**src/rtl/sync_fifo_param.sv**
```systemverilog
// Parametrised single-clock FIFO with almost-full/almost-empty thresholds,
// sticky overflow/underflow flags and an optional first-word-fall-through read port.
module sync_fifo_param #(
    parameter int DATA_W    = 8,
    parameter int ADDR_W    = 6,
    parameter int AF_THRESH = 56,
    parameter int AE_THRESH = 8,
    parameter bit FWFT      = 1'b0
) (
    input  logic              clk,
    input  logic              rst,
    input  logic              write_en,
    input  logic [DATA_W-1:0] data_in,
    input  logic              read_en,
    input  logic              err_clr,
    output logic [DATA_W-1:0] data_out,
    output logic              fifo_full,
    output logic              fifo_empty,
    output logic              almost_full,
    output logic              almost_empty,
    output logic [ADDR_W:0]   fifo_count,
    output logic              overflow,
    output logic              underflow
);
    localparam int DEPTH = 1 << ADDR_W;
    localparam logic [ADDR_W:0] DEPTH_C = (ADDR_W + 1)'(DEPTH);
    localparam logic [ADDR_W:0] AF_C    = (ADDR_W + 1)'(AF_THRESH);
    localparam logic [ADDR_W:0] AE_C    = (ADDR_W + 1)'(AE_THRESH);

    logic [DATA_W-1:0] mem [DEPTH];
    logic [ADDR_W-1:0] wr_ptr;
    logic [ADDR_W-1:0] rd_ptr;
    logic [ADDR_W:0]   count_q;
    logic              rd_ok;
    logic              wr_ok;

    // Handshake: write_en/read_en are requests; a request takes effect on the
    // edge where wr_ok/rd_ok is high. A full FIFO still takes a write when a
    // read is accepted on the same edge, so a simultaneous pair never overflows.
    assign rd_ok = read_en & ~fifo_empty;
    assign wr_ok = write_en & (~fifo_full | rd_ok);

    assign fifo_count   = count_q;
    assign fifo_empty   = (count_q == '0);
    assign fifo_full    = (count_q == DEPTH_C);
    assign almost_full  = (count_q >= AF_C);
    assign almost_empty = (count_q <= AE_C);

    // Storage is deliberately left out of reset; stale words are unreachable
    // once the pointers and count are cleared.
    always_ff @(posedge clk) begin
        if (rst && wr_ok) begin
            mem[wr_ptr] <= data_in;
        end
    end

    always_ff @(posedge clk) begin
        if (!rst) begin
            wr_ptr    <= '0;
            rd_ptr    <= '0;
            count_q   <= '0;
            overflow  <= 1'b0;
            underflow <= 1'b0;
        end else begin
            if (wr_ok) begin
                wr_ptr <= wr_ptr + ADDR_W'(1);
            end
            if (rd_ok) begin
                rd_ptr <= rd_ptr + ADDR_W'(1);
            end
            case ({wr_ok, rd_ok})
                2'b10:   count_q <= count_q + (ADDR_W + 1)'(1);
                2'b01:   count_q <= count_q - (ADDR_W + 1)'(1);
                default: count_q <= count_q;
            endcase
            // A fresh error outranks a clear arriving on the same edge.
            if (write_en && !wr_ok) begin
                overflow <= 1'b1;
            end else if (err_clr) begin
                overflow <= 1'b0;
            end
            if (read_en && fifo_empty) begin
                underflow <= 1'b1;
            end else if (err_clr) begin
                underflow <= 1'b0;
            end
        end
    end

    generate
        if (FWFT) begin : g_fwft
            assign data_out = mem[rd_ptr];
        end else begin : g_reg
            logic [DATA_W-1:0] dout_q;
            always_ff @(posedge clk) begin
                if (!rst) begin
                    dout_q <= '0;
                end else if (rd_ok) begin
                    dout_q <= mem[rd_ptr];
                end
            end
            assign data_out = dout_q;
        end
    endgenerate

endmodule

```
**config.mk**
```make
export PLATFORM = sky130hd
export DESIGN_NAME = sync_fifo_param
export DESIGN_NICKNAME = d
export VERILOG_FILES = /design/src/rtl/sync_fifo_param.sv
export SDC_FILE = /design/constraint.sdc
export NUM_CORES = 1
export LEC_CHECK = 0
export ABC_CLOCK_PERIOD_IN_PS = 2940
export BUFFER_PORTS_ARGS = -buffer_cell sky130_fd_sc_hd__buf_2
export CORE_MARGIN = 4
export CORE_UTILIZATION = 55
export CTS_CLUSTER_DIAMETER = 80
export DETAILED_ROUTE_END_ITERATION = 8
export PLACE_DENSITY = 0.71
export SLEW_MARGIN = 15
export SYNTH_ARGS = -nofsm -noshare
export SYNTH_HDL_FRONTEND = slang
export SYNTH_SLANG_ARGS = --single-unit
```
**constraint.sdc**
```tcl
create_clock -name clk -period 2.94 [get_ports clk]
set_input_delay 0.147 -clock clk [delete_from_list [all_inputs] [get_ports clk]]
set_output_delay 0.147 -clock clk [all_outputs]
set_load 0.02 [all_outputs]
```
==> metrics <==
total core area 37,900 sq um; Final period util 90.4%; pin count of the biggest net entering global routing 65; Worst Setup End Kind flop; yosys warns 0; initial antenna violation count 1; RSZ-0062 raised after global routing no; placed insts roughly 1,700; Die Ht 205 microns; Post-synth EDFFs ~510; Hold WS approximately 0.048 ns; Primary FF master, synth edfxtp_1; maximum root-to-sink buffer count 3; final worst slack between 0.2 and 0.3 ns; Crit-path slowest cell dfxtp_1; First-pass DRT Iterations 5; Critical Path Start Type flop; design area 24,000 sq um; Rel. slew slack 39.8%; total CTS buffers 52; synth unique cells 50; most used cell, CP mux2i_1; most frequent cells in the layout edfxtp_1 (512), mux4_2 (95), mux2i_1 (94), nor2_1 (86), buf_4 (56); CP Max Fanout 9; area share of the largest cell type after synthesis 72.1%; Critical Path RT between 3 and 4 ns; Cell Pwr Density roughly 750 nW/um^2; number of global-route vias before repair 10,900; clk slew on worst S/H paths 0.06 ns; DRT iter0 DRCs approximately 1,100; Pleak ~7.5 nW; Setup Skew 0.0199 ns; initial core utilization ~56%; Yosys reg bits between 500 and 600; DRT antenna net count 0; area delta synth->final 12.4%; xor/xnor share of the synthesized area 0.534%; layout cells sized above 1 22.1%; worst hold-check path type primary input to flop; run status finished clean; Top-Level Pins 34; Mapped Area about 21,000 sq um; Mapped Nets ~1,100; WP data arrival between 3 and 4 ns; Final Max Slew Viols 0; overall routing resource usage 22.4%; synth top area cells edfxtp_1 (72%), mux4_2 (10%), mux2i_1 (4.4%), dfxtp_1 (2.7%), nor2_1 (1.5%); worst-path cell chain nor4_2, and2_1, nor3_4, ha_1, nor2b_1, o21ai_0, nand2b_1, a31oi_1, mux2i_1, mux2i_1; CP max stage delay between 0.3 and 0.4 ns; post-route DRC violation count 0; Post-Route WL about 46,000 microns; capture point of the worst reg-to-reg path fifo_count[6]$_SDFFE_PN0P_; HPWL after DPL ~29,000 microns; full die area approximately 42,000 sq um; placed instance area roughly 22,000 sq um; Synth async-reset ratio 0%; Synth area leader edfxtp_1; synthesized instance count 1,122; vias per cell about 6.2; WS Path Type flop to flop; Antenna Cells 0; Layout Utilization a little over three fifths; fmax around 380 MHz; CTS tree done; reg-to-reg slack, setup roughly 0.28 ns; Overflow after GRT 0; mux share of post-synthesis cell area approximately 15%; Worst Hold Depth 1; Synth Area in Compound Gates around 4%; Post-Layout Cell Count roughly 1,800; Max VDD drop 0.532 mV; Total Power about 18 mW; leading cell type in the layout, fill and taps excluded edfxtp_1; Core Rows slightly above 70; final worst path period need 2.66 ns; Clk Latency, worst-skew pair just under 0.6 ns; CTS sink count about 540; Port Buffer Count 33; largest family of logic cells by synthesized area multiplexers; Fin. Hold Viols 0; Max-Cap Viols 0; Final nets roughly 1,200; Hold Path Origin data_in[2]; setup TNS 0 ns; H-tree depth 2; post-CTS setup buffers 0; DP Worst Slack -0.159 ns; Setup Viol. Count Final 0; Synth Area in Simple Gates 3.80%; routability congestion estimate 0.864; CTS root buf clkbuf_16; mean post-synth cell area ~19 sq um; total number of vias roughly 11,000; first-pass GRT wire length 69,500 microns; reg2reg start fifo_count[1]$_SDFFE_PN0P_; Slew @ Worst Pin about 0.9 ns; Synth Area in Adders 0.505%; Hold Crit Endpoint mem[52][2]$_DFFE_PP_; Worst R2R Path Depth 10; sequential element share of the synthesized area approximately three quarters; Die X 205 microns; routed length per instance 25.9 microns
==> layer usage <==
layer  vias to the layer above  GRT usage, %  share of wire (%)
met3                        84          4.21                7.4
li1                       4739             -                  -
met1                      5670          33.5                 42
met5                         -             0              0.028
met4                         2          6.82                2.6
met2                       426          34.2                 48
==> layout make-up <==
cell class,count,area [sq um]
inverters,7,26.3
well taps,511,639
repair buffers,99,736
multi-input cells,512,5010
flip-flops and latches,541,16000
clock inverters,16,111
clock buffers,79,1490
fillers,2639,14000
==> Yosys cell counts (all sizes together), types with 6 or more instances <==
master and count:
buf 38, a22oi 15, inv 7, dfxtp 29, nand4 6, xor2 8
mux2i 94, ha 7, edfxtp 512, o221ai 15, a21oi 24, nand3 14
clkbuf 24, o22ai 18, a32oi 8, nand2 33, a211oi 15, nor2 87
mux4 95, o21ai 21, nor2b 6
==> worst max-delay path, delay by kind of cell, from the launching register on <==
kind | cells | cell delay [ns]
simple gates | 5 | 1.03
mux | 2 | 0.46
flops | 1 | 0.38
compound gates | 2 | 0.38
fa+ha+maj | 1 | 0.34
==> timing repair <==
| item | in CTS | in global routing |
|---|---|---|
| resized for setup | 1 | 2 |
| setup endpoints to repair | 2 | 1 |
| endpoints found under the hold margin | 5 | 0 |
| hold buffers | 5 | 0 |
==> flip-flops by register name, summed over array words and instances, names as in the netlist <==
signal	count
rd_ptr	6
mem	512
underflow	1
fifo_count	7
wr_ptr	6
data_out	8
overflow	1
==> power breakdown <==
group	switching, mW	leakage [nW]	internal [mW]
combinational	1.59	1.91	1.34
clock	2.70	0.779	3.56
sequential	0.204	4.84	8.55
total	4.49	7.53	13.5
==> cell families (layout without fill, tap and decap cells) <==
kind of cell	Yosys count	after routing
flip-flops	541	541
XOR/XNOR	13	13
multiplexers	191	191
adder cells (fa/ha/maj)	8	8
AND/OR/NAND/NOR	176	176
buffers and inverters	69	201
AO/OA/AOI/OAI	124	124
==> how the worst max path moves through the flow <==
stage,startpoint,to,cells past startpoint
detailed placement,fifo_count[1]$_SDFFE_PN0P_,fifo_count[6]$_SDFFE_PN0P_,10
global route,fifo_count[0]$_SDFFE_PN0P_,fifo_count[6]$_SDFFE_PN0P_,10
floorplan,fifo_count[1]$_SDFFE_PN0P_,fifo_count[5]$_SDFFE_PN0P_,10
CTS,fifo_count[1]$_SDFFE_PN0P_,fifo_count[6]$_SDFFE_PN0P_,10
global placement,fifo_count[1]$_SDFFE_PN0P_,fifo_count[5]$_SDFFE_PN0P_,10
finish,fifo_count[1]$_SDFFE_PN0P_,fifo_count[6]$_SDFFE_PN0P_,10
Power figures use the tool's default switching activity.
